==> src/rtl/ram_sp_arbiter_if.sv <==
// Requester-side command/response bundle for the shared single-port RAM arbiter.
// The requester (master) drives the command fields. The arbiter (slave) returns
// the grant and read data.
interface ram_sp_arbiter_if #(
    parameter int DATA_W = 8,
    parameter int ADDR_W = 4
);
    logic              req;
    logic              we;
    logic              lock;
    logic [ADDR_W-1:0] addr;
    logic [DATA_W-1:0] wdata;
    logic              gnt;
    logic [DATA_W-1:0] rdata;
    logic              rvalid;

    modport master (
        output req, we, lock, addr, wdata,
        input  gnt, rdata, rvalid
    );

    modport slave (
        input  req, we, lock, addr, wdata,
        output gnt, rdata, rvalid
    );
endinterface

==> src/rtl/ram_sp_arbiter.sv <==
// Two-requester round-robin arbiter sharing one synchronous-write /
// asynchronous-read RAM. The grant is combinational from registered pointer
// and lock state. The RAM port is driven from registered command state, and
// read data returns one edge later with a single-cycle rvalid pulse.
module ram_sp_arbiter #(
    parameter int DATA_W = 8,
    parameter int ADDR_W = 4
) (
    input  logic              clk,
    input  logic              reset_n,
    ram_sp_arbiter_if.slave   port_a,
    ram_sp_arbiter_if.slave   port_b,
    output logic [ADDR_W-1:0] ram_address,
    output logic [DATA_W-1:0] ram_data_in,
    output logic              ram_write_en,
    input  logic [DATA_W-1:0] ram_data_out
);

    typedef enum logic {
        PRI_A = 1'b0,
        PRI_B = 1'b1
    } pri_e;

    typedef enum logic [1:0] {
        OWN_NONE = 2'd0,
        OWN_A    = 2'd1,
        OWN_B    = 2'd2
    } owner_e;

    pri_e              pri_q, pri_d;
    owner_e            owner_q, owner_d;
    logic [ADDR_W-1:0] ram_address_q, ram_address_d;
    logic [DATA_W-1:0] ram_data_in_q, ram_data_in_d;
    logic              ram_write_en_q, ram_write_en_d;
    logic              rd_pend_a_q, rd_pend_a_d;
    logic              rd_pend_b_q, rd_pend_b_d;
    logic              rvalid_a_q, rvalid_a_d;
    logic              rvalid_b_q, rvalid_b_d;
    logic [DATA_W-1:0] rdata_a_q, rdata_a_d;
    logic [DATA_W-1:0] rdata_b_q, rdata_b_d;
    logic              gnt_a, gnt_b;

    // Arbitration: the lock owner is exclusive, otherwise a lone requester
    // wins and a tie goes to the pointer holder. Reset gates the grants off.
    always_comb begin
        gnt_a = 1'b0;
        gnt_b = 1'b0;
        if (reset_n) begin
            case (owner_q)
                OWN_A: gnt_a = port_a.req;
                OWN_B: gnt_b = port_b.req;
                default: begin
                    if (port_a.req && port_b.req) begin
                        gnt_a = (pri_q == PRI_A);
                        gnt_b = (pri_q == PRI_B);
                    end else begin
                        gnt_a = port_a.req;
                        gnt_b = port_b.req;
                    end
                end
            endcase
        end
    end

    // Next state: pointer and lock bookkeeping, RAM command capture and the
    // read-return pipeline stage.
    always_comb begin
        pri_d          = pri_q;
        owner_d        = owner_q;
        ram_address_d  = ram_address_q;
        ram_data_in_d  = ram_data_in_q;
        ram_write_en_d = 1'b0;
        rd_pend_a_d    = 1'b0;
        rd_pend_b_d    = 1'b0;
        rvalid_a_d     = rd_pend_a_q;
        rvalid_b_d     = rd_pend_b_q;
        rdata_a_d      = rd_pend_a_q ? ram_data_out : rdata_a_q;
        rdata_b_d      = rd_pend_b_q ? ram_data_out : rdata_b_q;

        if (gnt_a) begin
            pri_d          = PRI_B;
            ram_address_d  = port_a.addr;
            ram_data_in_d  = port_a.wdata;
            ram_write_en_d = port_a.we;
            rd_pend_a_d    = !port_a.we;
            if (port_a.lock) begin
                owner_d = OWN_A;
            end else if (owner_q == OWN_A) begin
                owner_d = OWN_NONE;
            end
        end else if (gnt_b) begin
            pri_d          = PRI_A;
            ram_address_d  = port_b.addr;
            ram_data_in_d  = port_b.wdata;
            ram_write_en_d = port_b.we;
            rd_pend_b_d    = !port_b.we;
            if (port_b.lock) begin
                owner_d = OWN_B;
            end else if (owner_q == OWN_B) begin
                owner_d = OWN_NONE;
            end
        end
    end

    // State registers. Reset discards any in-flight command before it can
    // reach the RAM write edge.
    always_ff @(posedge clk or negedge reset_n) begin
        if (!reset_n) begin
            pri_q          <= PRI_A;
            owner_q        <= OWN_NONE;
            ram_address_q  <= '0;
            ram_data_in_q  <= '0;
            ram_write_en_q <= 1'b0;
            rd_pend_a_q    <= 1'b0;
            rd_pend_b_q    <= 1'b0;
            rvalid_a_q     <= 1'b0;
            rvalid_b_q     <= 1'b0;
            rdata_a_q      <= '0;
            rdata_b_q      <= '0;
        end else begin
            pri_q          <= pri_d;
            owner_q        <= owner_d;
            ram_address_q  <= ram_address_d;
            ram_data_in_q  <= ram_data_in_d;
            ram_write_en_q <= ram_write_en_d;
            rd_pend_a_q    <= rd_pend_a_d;
            rd_pend_b_q    <= rd_pend_b_d;
            rvalid_a_q     <= rvalid_a_d;
            rvalid_b_q     <= rvalid_b_d;
            rdata_a_q      <= rdata_a_d;
            rdata_b_q      <= rdata_b_d;
        end
    end

    assign port_a.gnt    = gnt_a;
    assign port_b.gnt    = gnt_b;
    assign port_a.rdata  = rdata_a_q;
    assign port_b.rdata  = rdata_b_q;
    assign port_a.rvalid = rvalid_a_q;
    assign port_b.rvalid = rvalid_b_q;
    assign ram_address   = ram_address_q;
    assign ram_data_in   = ram_data_in_q;
    assign ram_write_en  = ram_write_en_q;

endmodule
==> src/flat_wrapper.sv <==
// flat-port wrapper written by rule: the top's interface ports become plain ports
module ram_sp_arbiter_flat 
#(
    parameter int DATA_W = 8,
    parameter int ADDR_W = 4
)
  (clk, reset_n, ram_address, ram_data_in, ram_write_en, ram_data_out, port_a_req, port_a_we, port_a_lock, port_a_addr, port_a_wdata, port_a_gnt, port_a_rdata, port_a_rvalid, port_b_req, port_b_we, port_b_lock, port_b_addr, port_b_wdata, port_b_gnt, port_b_rdata, port_b_rvalid);
  ram_sp_arbiter_if #(.DATA_W(DATA_W), .ADDR_W(ADDR_W)) port_a_i ();
  ram_sp_arbiter_if #(.DATA_W(DATA_W), .ADDR_W(ADDR_W)) port_b_i ();
  input  logic clk;
  input  logic reset_n;
  output logic [ADDR_W-1:0] ram_address;
  output logic [DATA_W-1:0] ram_data_in;
  output logic ram_write_en;
  input  logic [DATA_W-1:0] ram_data_out;
  input wire logic [$bits(port_a_i.req)-1:0] port_a_req;
  input wire logic [$bits(port_a_i.we)-1:0] port_a_we;
  input wire logic [$bits(port_a_i.lock)-1:0] port_a_lock;
  input wire logic [$bits(port_a_i.addr)-1:0] port_a_addr;
  input wire logic [$bits(port_a_i.wdata)-1:0] port_a_wdata;
  output wire logic [$bits(port_a_i.gnt)-1:0] port_a_gnt;
  output wire logic [$bits(port_a_i.rdata)-1:0] port_a_rdata;
  output wire logic [$bits(port_a_i.rvalid)-1:0] port_a_rvalid;
  input wire logic [$bits(port_b_i.req)-1:0] port_b_req;
  input wire logic [$bits(port_b_i.we)-1:0] port_b_we;
  input wire logic [$bits(port_b_i.lock)-1:0] port_b_lock;
  input wire logic [$bits(port_b_i.addr)-1:0] port_b_addr;
  input wire logic [$bits(port_b_i.wdata)-1:0] port_b_wdata;
  output wire logic [$bits(port_b_i.gnt)-1:0] port_b_gnt;
  output wire logic [$bits(port_b_i.rdata)-1:0] port_b_rdata;
  output wire logic [$bits(port_b_i.rvalid)-1:0] port_b_rvalid;
  assign port_a_i.req = port_a_req;
  assign port_a_i.we = port_a_we;
  assign port_a_i.lock = port_a_lock;
  assign port_a_i.addr = port_a_addr;
  assign port_a_i.wdata = port_a_wdata;
  assign port_a_gnt = port_a_i.gnt;
  assign port_a_rdata = port_a_i.rdata;
  assign port_a_rvalid = port_a_i.rvalid;
  assign port_b_i.req = port_b_req;
  assign port_b_i.we = port_b_we;
  assign port_b_i.lock = port_b_lock;
  assign port_b_i.addr = port_b_addr;
  assign port_b_i.wdata = port_b_wdata;
  assign port_b_gnt = port_b_i.gnt;
  assign port_b_rdata = port_b_i.rdata;
  assign port_b_rvalid = port_b_i.rvalid;
  ram_sp_arbiter #(.DATA_W(DATA_W), .ADDR_W(ADDR_W)) u_core (.clk(clk), .reset_n(reset_n), .port_a(port_a_i), .port_b(port_b_i), .ram_address(ram_address), .ram_data_in(ram_data_in), .ram_write_en(ram_write_en), .ram_data_out(ram_data_out));
endmodule
==> config.mk <==
export PLATFORM = sky130hd
export DESIGN_NAME = ram_sp_arbiter_flat
export DESIGN_NICKNAME = d
export VERILOG_FILES = /design/src/rtl/ram_sp_arbiter_if.sv /design/src/rtl/ram_sp_arbiter.sv /design/src/flat_wrapper.sv
export SDC_FILE = /design/constraint.sdc
export NUM_CORES = 1
export LEC_CHECK = 0
export BUFFER_PORTS_ARGS = -buffer_cell sky130_fd_sc_hd__buf_2
export CELL_PAD_IN_SITES_DETAIL_PLACEMENT = 0
export CELL_PAD_IN_SITES_GLOBAL_PLACEMENT = 2
export CORE_MARGIN = 2
export CORE_UTILIZATION = 28
export DETAILED_ROUTE_END_ITERATION = 7
export MAX_ROUTING_LAYER = met4
export PLACE_DENSITY_LB_ADDON = 0.1
export SLEW_MARGIN = 5
export SYNTH_ARGS = -nofsm -noshare
export SYNTH_HDL_FRONTEND = slang
export SYNTH_SLANG_ARGS = --single-unit
==> constraint.sdc <==
create_clock -name clk -period 2.3 [get_ports clk]
set_clock_uncertainty 0.15 [all_clocks]
set_input_delay 0.23 -clock clk [delete_from_list [all_inputs] [get_ports clk]]
set_output_delay 0.23 -clock clk [all_outputs]
set_load 0.005 [all_outputs]
Yosys cells after proc, flatten, opt, wreduce, memory -nomap -nowiden:

Index checks and enable logic that the tools add are counted.

* equal/unequal tests: 3
* multiplexer cells: 23
* bitwise logic cells: 1
* reductions and logical operators: 6

Operators by type and width (number)
* 8-bit 2-to-1 mux: 2
* 2-bit 2-to-1 mux: 6
* 1-bit 2-to-1 mux: 11
* 4-bit 2-to-1 mux: 2
* 1-bit one-hot mux with 2 select lines: 2
* 3-bit by 2-bit inequality test with 1-bit output, second input constant: 1
* 3-bit AND reduction: 1
* 3-bit nonzero test: 1
* 2-bit by 1-bit == test with 1-bit output, second input constant: 1
* 2-bit == test, second input constant: 1
* 1-bit logical NOT: 2
* 2-bit nonzero test: 1
* 1-bit logical AND: 1
* 1-bit NOT: 1

* flip-flop bits (word level): 36
* input port bits: 40
* output and inout bits: 33

Depth between registers and ports, before layout:

Gate-level depths: netlist (run 1).

* word-level depth: 6
* gate-level depth with buffers: 7
* mapped depth without buffers: 6

Least setup slack after synthesis (run 1):

No wires, ideal clock.

* path type: reg-to-reg
* start point: register u_core.owner_q[0]
* end point: register u_core.ram_write_en_q (netlist: u_core.ram_write_en)
* setup time: 0.125 ns
* arrival: 1.583 ns
* path slack: 0.442 ns
* stages on the path, launching flop included: 7
* buffers on the path: 1
* cells stage by stage: dfrtp_1 > inv_1 > ha_1 > a21bo_2 > a21o_1 > buf_6 > mux2_4

* longest elaborated chain between the ends: 5
* elaborated cells between the ends (all ways): 8
* classes of those cells: 2 x eq/ne; 6 x mux

Ends and longest elaborated chain
* start: declaration: RTL line ram_sp_arbiter.sv:31 `owner_e owner_q, owner_d;`
* start signal: assignment: RTL line ram_sp_arbiter.sv:122 `owner_q <= owner_d;`
* 2-bit == test or 2-bit by 1-bit == test with 1-bit output (tied branches): RTL line ram_sp_arbiter.sv:49 `case (owner_q)`
* 1-bit one-hot mux with 2 select lines: RTL line ram_sp_arbiter.sv:49
* 1-bit 2-to-1 mux: RTL line ram_sp_arbiter.sv:48 `if (reset_n) begin`
* 1-bit 2-to-1 mux: RTL line ram_sp_arbiter.sv:91 `end else if (gnt_b) begin`
* 1-bit 2-to-1 mux *: RTL line ram_sp_arbiter.sv:80 `if (gnt_a) begin`
* via u_core.ram_write_en_d: RTL line ram_sp_arbiter.sv:34 `logic ram_write_en_q, ram_write_en_d;`
* end signal: assignment: RTL line ram_sp_arbiter.sv:125 `ram_write_en_q <= ram_write_en_d;`
* end: declaration: RTL line ram_sp_arbiter.sv:34

The timed path passes the listed nets; every way through them passes the cells marked *.
A chain may end at the register's enable or synchronous reset.

Worst setup path in the final report (run 1):

* start point: register u_core.owner_q[0]
* end point: output port_a_gnt

* longest elaborated chain between the ends: 3
* elaborated cells between the ends (all ways): 4
* classes of those cells: 2 x eq/ne; 2 x mux

Ends and longest elaborated chain
* 2-bit == test or 2-bit by 1-bit == test with 1-bit output (tied branches): RTL line ram_sp_arbiter.sv:49
* 1-bit one-hot mux with 2 select lines *: RTL line ram_sp_arbiter.sv:49
* 1-bit 2-to-1 mux *: RTL line ram_sp_arbiter.sv:48
* end: declaration: RTL line flat_wrapper.sv:21 `output wire logic [$bits(port_a_i.gnt)-1:0] port_a_gnt;`

Mark *: on every way between the ends. The rest lies on a longest branch, timed or not.

==> impl_results.md, run 1 <==
* Status: completed
* DR DRC count at 0
* H-tree lvl count at 2
* CTS buffer count at 5
* Max Buffers Root-to-Sink at 2
* Row cnt at 27
* Startpoint Class: flip-flop
* Slew @ Worst Pin at 0.430 ns
* Post-synthesis compound-gate area fraction at 18.8%
* First-pass GRT wire length at between 7 and 8 mm
* Register area share after synthesis at 55.1%
* Cells on Worst Hold Path at 2
* Syn. warnings at 0
* Avg WL per Cell at 15.6 µm
* Largest net degree at the start of global routing at 35
* VDD IR-drop max at 495 µV
* ANT cells at 0
* Final hold violation count at 0
* Max_cap viols at 0
* Routed wire length at 4.61 mm
* Number of synthesized flops with an enable pin at 0
* Mux contribution to synthesized area at 11.9%
* Die Wd at 80.4 µm
* Final setup fails at 0
* Netlist Area Pre-Place at 0.00163 mm²
* CTS tree: yes
* DR vias/cell at 5.02
* Initial core utilization at 29.3%
* Area grow syn2layout at 37.1%
* Simple logic cell fraction of the synthesized area at 8.12%
* Synth async-reset ratio at 100%
* Most frequent cells in the layout: buf_2 (72), dfrtp_1 (36), mux2_2 (16)
* Ratio of final minimum period to clock period at approximately 95%
* Leak Pwr at 1.07 nW
* Setup ws final at 0.126 ns
* Post-route cell area at about 0.0022 mm²
* Hpwl dp at 3.36 mm
* Reg2reg start: u_core.owner_q[0]$_DFFE_PN0P_
* Main combinational cell family by area after synthesis: compound AO/OA/AOI/OAI gates
* Final Util at 40.2%
* Peak Freq at about 0.46 GHz
* Placer Congestion at 0.772
* Worst Setup SP: u_core.owner_q[0]$_DFFE_PN0P_
* GRT Util Overall at about 15%
* Worst Path Required at 1.92 ns
* Post-Synthesis Cells at around 140
* Gr ovfl total at 0
* Detailed Routing Iterations Pass 1 at 4
* Synth unique cells at 26
* Worst hold path type: in2reg
* DP Worst Slack at about 0.34 ns
* Min-Delay Startpoint: ram_data_out[7]
* Total power at 2.81 mW
* Final Max Slew Viols at 0
* Total placed instance area at 0.00210 mm²
* Ys flop type: dfrtp_1
* Initial antenna violation count at 0
* R2R cell count at 6
* Port bufs at 72
* Vias at 1,482
* Syn_area_per_cell at 11.6 µm²
* Final worst path period need at 2.17 ns
* Crit-path max FO at 6
* Core ar. at ~0.0056 mm²
* Root Buffer Master: clkbuf_8
* Die Ht at ~80 µm
* RSZ-0062 raised after global routing: no
* Critical path arrival at roughly 1.8 ns
* Adder-Cell Fraction of Synth Area at 1.53%
* Insertion delay to the later sink of the worst-skew pair at 0.28 ns
* Synth Net Count at about 180
* Final net count at 264
* Setup TNS at 0 ns
* PwrDens at 1250 mW/mm²
* Critical path class: reg2out
* Layout cells sized above 1 at 49.3%
* Area share of xor/xnor cells in the synthesized design at 0%
* DR iter-0 viols at 46
* Clock sinks at 36
* Fill count at 581
* Die Footprint at 0.00646 mm²
* Antenna Nets Post-Route at 0
* Most common cell after layout, fill and taps aside: buf_2
* CP Capture Type: output pin
* Clk slew on worst S/H paths at 0.07 ns
* Post-CTS setup buffers at 0
* IO Pins at 73
* Synthesized flop and latch total at 36
* Worst slew margin at between 70% and 80%
* Vias in the first global route at ~1.5k
## synthesized netlist by cell type, types with 3 or more instances
cell type	count	area share, %
a31oi_1	13	5.0
nand2_1	3	0.69
a211oi_1	13	6.0
o21ai_0	12	3.7
inv_1	4	0.92
clkbuf_1	8	1.8
nand3_1	13	4.0
dfrtp_1	36	55
mux2_2	16	11
## cell type report
class	count	area (µm²)	share of cell area, %
Clock buffer	6	72.6	3.24
Clock inverter	2	35.0	1.56
Inverter	4	15.0	0.670
Multi-Input combinational cell	90	662	29.5
Sequential cell	36	901	40.2
Tap cell	72	90.1	4.02
Timing Repair Buffer	85	465	20.8
## metal layers
| metal | global-route usage [%] | wire length (µm) | share of wire (%) |
|---|---|---|---|
| met1 | 18.6 | 2060 | 45 |
| met2 | 24.3 | 2170 | 47 |
| met3 | 3.48 | 303 | 6.6 |
| met4 | 6.78 | 74 | 1.6 |
| met5 | - | 0 | 0 |
## where the power goes
part           switching [mW]  internal (mW)
clock network           0.222          0.322
registers               0.160          0.927
logic                   0.580          0.600
total                   0.962           1.85
## per-stage QoR
stage          std cells  hold WS, ns
2_1_floorplan        141       -0.216
3_3_place_gp         284      -0.0908
3_5_place_dp         284      -0.0894
4_1_cts              295       0.0362
5_1_grt              295       0.0315
6_report             295       0.0469
## worst max-delay path, cell delays in order, from the launching register on
cell,delay [ns]
dfrtp_1,0.40
inv_1,0.06
ha_1,0.36
a21bo_2,0.25
a21o_1,0.23
inv_1,0.09
buf_2,0.13
## cells by family (layout without fill, tap and decap cells)
kind of cell / count (synthesis) / in the layout
buffers and inverters: 15 / 97
and+or+nand+nor: 25 / 25
AOI/OAI and AO/OA: 46 / 46
muxes: 17 / 17
DFF: 36 / 36
adders and majority gates: 2 / 2
## path summary, 6_finish.rpt
path / slack, ns / end
max in group asynchronous: 1.21 / u_core.port_a.rdata[4]$_DFFE_PN0P_
min in group asynchronous: 0.15 / u_core.owner_q[1]$_DFFE_PN0P_
hold / removal: 0.05 / u_core.port_b.rdata[7]$_DFFE_PN0P_
hold reg to reg: 0.35 / u_core.port_b.rdata[0]$_DFFE_PN0P_
setup / recovery: 0.13 / port_a_gnt
setup reg to reg: 0.32 / u_core.owner_q[0]$_DFFE_PN0P_
## repair_timing
| item | in CTS | in global routing |
|---|---|---|
| hold buffers | 3 | 0 |
| gates resized for setup | 0 | 1 |
| setup endpoints to repair | 0 | 1 |
| hold endpoints to repair | 38 | 0 |
## flip-flops by register name, summed over array words and instances, names as in the netlist
signal,flops
u_core.port_a.rdata,8
u_core.port_b.rdata,8
u_core.ram_data_in,8
u_core.ram_address,4
u_core.owner_q,2
u_core.port_a.rvalid,1
u_core.port_b.rvalid,1
u_core.pri_q,1
u_core.ram_write_en,1
u_core.rd_pend_a_q,1
u_core.rd_pend_b_q,1
(Power assumes the default switching activity.)
==> run 2: changes to the inputs <==
--- a/config.mk
+++ b/config.mk
@@ -10,6 +10,7 @@
 export CELL_PAD_IN_SITES_GLOBAL_PLACEMENT = 2
 export CORE_MARGIN = 2
 export CORE_UTILIZATION = 28
+export CTS_BUF_LIST = sky130_fd_sc_hd__clkbuf_16
 export DETAILED_ROUTE_END_ITERATION = 7
 export MAX_ROUTING_LAYER = met4
 export PLACE_DENSITY_LB_ADDON = 0.1
==> run 2 against run 1 <==
Against the previous run: cell count stayed put; register-to-register slack hardly changed; total power is 7.1% higher.
==> impl_results.md, run 2 (synthesis gave the netlist of run 1 again) <==
* Status: completed
* Final hold violation count at 0
* Post-CTS setup buffers at 0
* Antenna Nets Post-Route at 0
* DP Worst Slack at between 0.3 and 0.4 ns
* DR iter-0 viols at between 50 and 60
* Die Footprint at 0.00646 mm²
* Largest net degree at the start of global routing at 35
* Ratio of final minimum period to clock period at between 90% and 100%
* Vias at around 1.5k
* RSZ-0062 raised after global routing: no
* Detailed Routing Iterations Pass 1 at 4
* Critical path arrival at around 1.8 ns
* Max Buffers Root-to-Sink at 2
* Setup TNS at 0 ns
* CTS tree: yes
* Row cnt at 27
* Final Max Slew Viols at 0
* Die Wd at 80.4 µm
* Worst slew margin at 71.3%
* Die Ht at 80.4 µm
* ANT cells at 0
* Final setup fails at 0
* Peak Freq at 0.462 GHz
* Most common cell after layout, fill and taps aside: buf_2
* Worst hold path type: in2reg
* DR vias/cell at 4.96
* H-tree lvl count at 2
* Setup ws final at approximately 0.13 ns
* Layout cells sized above 1 at 49.3%
* Area grow syn2layout at 40.6%
* Slew @ Worst Pin at between 0.4 and 0.5 ns
* Worst Path Required at 1.92 ns
* IO Pins at 73
* Max_cap viols at 0
* Fill count at 569
* Initial core utilization at a little under 30%
* Vias in the first global route at 1,513
* PwrDens at 1310 mW/mm²
* GRT Util Overall at 15.5%
* Leak Pwr at 1.10 nW
* Final worst path period need at roughly 2.2 ns
* Critical path class: reg2out
* Insertion delay to the later sink of the worst-skew pair at roughly 0.27 ns
* Port bufs at 72
* Clock sinks at 36
* Initial antenna violation count at 0
* VDD IR-drop max at 489 µV
* Most frequent cells in the layout: buf_2 (72), dfrtp_1 (36), mux2_2 (16)
* Crit-path max FO at 6
* CTS buffer count at 5
* First-pass GRT wire length at 7.32 mm
* Routed wire length at 4.61 mm
* Gr ovfl total at 0
* CP Capture Type: output pin
* Root Buffer Master: clkbuf_16
* Startpoint Class: flip-flop
* Final net count at ~260
* Hpwl dp at 3.36 mm
* Clk slew on worst S/H paths at 0.05 ns
* Core ar. at ~0.0056 mm²
* DR DRC count at 0
* Avg WL per Cell at 15.6 µm
* Placer Congestion at 0.772
run 2: cell count changes in the layout (fill, tap and decap cells not counted), sizes merged:
| cell | before | now |
|---|---|---|
| inv | 4 | 5 |
| clkbuf | 6 | 5 |
run 2: stage by stage:
step | utilization (%) | cell area, µm² | instances | power [mW] | hold WS, ns
after floorplan | - | 1630 | 141 | 1.75 | -0.216
after global placement | 37.7 | 2100 | 284 | 2.26 | -0.0908
after detailed placement | 37.7 | 2100 | 284 | 2.28 | -0.0894
after CTS | 41.2 | 2300 | 295 | 3.06 | 0.0484
after global routing | 41.2 | 2300 | 295 | 3.26 | 0.0465
final | 41.2 | 2300 | 295 | 3.01 | 0.0560
run 2: cell type report:
| cell class | count | area (µm²) | area share [%] |
|---|---|---|---|
| Clock buffer | 5 | 125 | 5.45 |
| Multi-Input combinational cell | 90 | 662 | 28.8 |
| Timing Repair Buffer | 85 | 465 | 20.3 |
| Sequential cell | 36 | 901 | 39.2 |
| Clock inverter | 3 | 38.8 | 1.69 |
| Inverter | 4 | 15.0 | 0.654 |
| Tap cell | 72 | 90.1 | 3.92 |
run 2: critical path, cell delays in order, from the launching register on:
cell     delay [ns]
dfrtp_1        0.40
inv_1          0.06
ha_1           0.36
a21bo_2        0.25
a21o_1         0.23
inv_1          0.09
buf_2          0.13
run 2: routing by layer:
layer / global-route usage [%] / part of all wire, % / up-vias
met5: - / 0 / -
met1: 18.9 / 44 / 709
met2: 24.7 / 49 / 58
met3: 3.48 / 6.4 / 4
met4: 6.78 / 0.91 / 0
li1: - / - / 693
run 2: what timing repair did:
action / CTS / global route
hold endpoints to repair: 38 / 0
gates resized for setup: 0 / 1
endpoints found under the setup margin: 0 / 1
hold buffers: 3 / 0
run 2: path summary, 6_finish.rpt:
check / start / end / slack [ns] / cells after the start
min: ram_data_out[7] / u_core.port_b.rdata[7]$_DFFE_PN0P_ / 0.06 / 2
min reg2reg: u_core.port_b.rdata[0]$_DFFE_PN0P_ / u_core.port_b.rdata[0]$_DFFE_PN0P_ / 0.35 / 1
min in group asynchronous: reset_n / u_core.owner_q[1]$_DFFE_PN0P_ / 0.16 / 2
max reg2reg: u_core.owner_q[0]$_DFFE_PN0P_ / u_core.owner_q[0]$_DFFE_PN0P_ / 0.33 / 6
max in group asynchronous: reset_n / u_core.port_a.rdata[4]$_DFFE_PN0P_ / 1.20 / 3
max: u_core.owner_q[0]$_DFFE_PN0P_ / port_a_gnt / 0.13 / 6
run 2: report_power, final:
group          switching [mW]  internal [mW]  leakage, nW
clock                   0.244          0.505       0.0850
combinational           0.573          0.600        0.578
sequential              0.160          0.928        0.438
total                   0.976           2.03         1.10
==> run 3: changes to the inputs <==
--- a/config.mk
+++ b/config.mk
@@ -5,11 +5,12 @@
 export SDC_FILE = /design/constraint.sdc
 export NUM_CORES = 1
 export LEC_CHECK = 0
+export ABC_AREA = 1
 export BUFFER_PORTS_ARGS = -buffer_cell sky130_fd_sc_hd__buf_2
 export CELL_PAD_IN_SITES_DETAIL_PLACEMENT = 0
 export CELL_PAD_IN_SITES_GLOBAL_PLACEMENT = 2
 export CORE_MARGIN = 2
-export CORE_UTILIZATION = 28
+export CORE_UTILIZATION = 27
 export CTS_BUF_LIST = sky130_fd_sc_hd__clkbuf_16
 export DETAILED_ROUTE_END_ITERATION = 7
 export MAX_ROUTING_LAYER = met4
==> run 3 against run 2 <==
Against the previous run: flip-flop and latch count did not move; combinational power fell by 17%; clock-buffer cell count is the same; critical path type unchanged; highest routed layer unchanged.
==> impl_results.md, run 3 <==
* Ratio of final minimum period to clock period at 94.5%
* Die Footprint at 0.00666 mm²
* Vias at 1,335
* Antenna Nets Post-Route at 0
* Largest stage delay on the critical path at 0.38 ns
* Routed wire length at 3.89 mm
* Status: completed
* Most common cell after layout, fill and taps aside: buf_2
* Fill count at 616
* Die Ht at 81.6 µm
* Hpwl dp at 2.95 mm
* Number of synthesized flops with an enable pin at 0
* VDD IR-drop max at 397 µV
* Port bufs at between 70 and 80
* Final setup fails at 0
* IO Pins at 73
* CP Capture Type: output pin
* Peak Freq at 0.460 GHz
* Ys flop type: dfrtp_1
* Vias in the first global route at 1,238
* Slew @ Worst Pin at 0.399 ns
* Setup ws final at 0.126 ns
* # resized after CTS at 0
* Critical path arrival at 1.79 ns
* Critical path class: reg2out
* Smallest hold slack at about 0.022 ns
* Post-CTS setup buffers at 0
* Synth unique cells at 22
* Worst slew margin at 73.4%
* Crit-path max FO at 25
* Synth Net Count at 198
* Startpoint Class: flip-flop
* Netlist Area Pre-Place at 0.00163 mm²
* Placer Congestion at 0.776
* Syn. warnings at 0
* DP Worst Slack at 0.353 ns
* CTS buffer count at 5
* DR DRC count at 0
* RSZ-0062 raised after global routing: no
* Leak Pwr at 1.20 nW
* Final Max Slew Viols at 0
* GRT Util Overall at 12.2%
* Root Buffer Master: clkbuf_16
* Most frequent cells in the layout: buf_2 (72), nand2_1 (45), dfrtp_1 (36)
* Clock sinks at 36
* DR iter-0 viols at 29
* DR vias/cell at 4.33
* Layout cells sized above 1 at a little under half
* Worst Path Required at 1.92 ns
* Area occupied by multi-input gates at 597 µm²
* Syn_area_per_cell at 10.4 µm²
* Largest net degree at the start of global routing at 30
* H-tree lvl count at 2
* Setup TNS at 0 ns
* PwrDens at 1210 mW/mm²
* Post-Synthesis Cells at 156
* Core ar. at 0.00589 mm²
* Storage cell area at 901 µm²
* Clk slew on worst S/H paths at 0.05 ns
* Max Buffers Root-to-Sink at 2
* Gr ovfl total at 0
* Insertion delay to the later sink of the worst-skew pair at 0.27 ns
* Final net count at around 280
* Area grow syn2layout at 34.8%
* Synthesized flop and latch total at 36
* Worst hold path type: in2reg
* Final hold violation count at 0
* Final worst path period need at roughly 2.2 ns
* Area leader, netlist: dfrtp_1
* Die Wd at 81.6 µm
* Initial antenna violation count at 0
* Hold_buf cts at 3
* Initial core utilization at between 20% and 30%
* CP Cell Sequence: inv_1, ha_1, nor2_1, nor2_4, nand2_4, inv_2, buf_2
* First-pass GRT wire length at 5.87 mm
* Most numerous cell in the Yosys netlist: nand2_1
* Avg WL per Cell at 12.6 µm
* Leading post-synthesis cells by cell area: dfrtp_1 (55%), mux2_2 (11%), nand2_1 (10%)
* Register area share after synthesis at 55.4%
* Row cnt at 28
* CTS tree: yes
* Yosys top cell area share at 55.4%
* Max_cap viols at 0
* Slowest cell on crit path: dfrtp_1
* Detailed Routing Iterations Pass 1 at 4
* ANT cells at 0
* Synth async-reset ratio at 100%
* Top cells by count, synth: nand2_1 (45), dfrtp_1 (36), mux2_2 (16), inv_1 (15), o211ai_1 (9)
## run 3: critical path: cells and delay by family (launching register included)
kind	cells	cell delay [ns]
flops	1	0.38
simple gates	3	0.48
fa+ha+maj	1	0.33
buf+inv	3	0.33
## run 3: per-layer routing
layer | share of wire [%] | GRT usage [%]
met4 | 1.2 | 4.00
met2 | 50 | 20.2
met5 | 0 | -
met3 | 6.9 | 3.74
met1 | 42 | 14.3
## run 3: worst paths after layout
kind / from / end / slack, ns / cells past startpoint
min reg2reg: u_core.ram_data_in[5]$_DFFE_PN0P_ / u_core.ram_data_in[5]$_DFFE_PN0P_ / 0.33 / 2
max: u_core.owner_q[0]$_DFFE_PN0P_ / port_a_gnt / 0.13 / 7
max reg2reg: u_core.owner_q[0]$_DFFE_PN0P_ / u_core.ram_address[2]$_DFFE_PN0P_ / 0.34 / 9
min in group asynchronous: reset_n / u_core.ram_address[0]$_DFFE_PN0P_ / 0.23 / 2
max in group asynchronous: reset_n / u_core.port_b.rdata[0]$_DFFE_PN0P_ / 1.12 / 3
min: port_a_lock / u_core.owner_q[0]$_DFFE_PN0P_ / 0.02 / 3
## run 3: area by class of cell
type                            instances  area share [%]
Clock buffer                            5            5.71
Tap cell                               75            4.28
Multi-Input combinational cell         96            27.2
Clock inverter                          2           0.342
Inverter                               18            3.20
Sequential cell                        36            41.1
Timing Repair Buffer                   76            18.2
## run 3: stage by stage
step | area, µm² | utilization (%) | instances | total power [mW]
3_3_place_gp | 2030 | 34.5 | 298 | 2.06
6_report | 2190 | 37.2 | 308 | 2.66
4_1_cts | 2190 | 37.2 | 308 | 2.71
2_1_floorplan | 1630 | - | 156 | 1.70
5_1_grt | 2190 | 37.2 | 308 | 2.89
3_5_place_dp | 2030 | 34.5 | 298 | 2.08
## run 3: cell families after synthesis
family	count (synthesis)	synth area share, %
adders and majority gates	2	1.54
muxes	16	11.1
buffers and inverters	24	7.92
and+or+nand+nor	66	18.5
DFF	36	55.4
AOI/OAI and AO/OA	12	5.54
## run 3: where the power goes
group / switching (mW) / total (mW) / leakage [nW] / internal (mW)
Clock: 0.226 / 0.613 / 0.0648 / 0.387
Combinational: 0.493 / 0.966 / 0.688 / 0.474
Sequential: 0.158 / 1.08 / 0.443 / 0.922
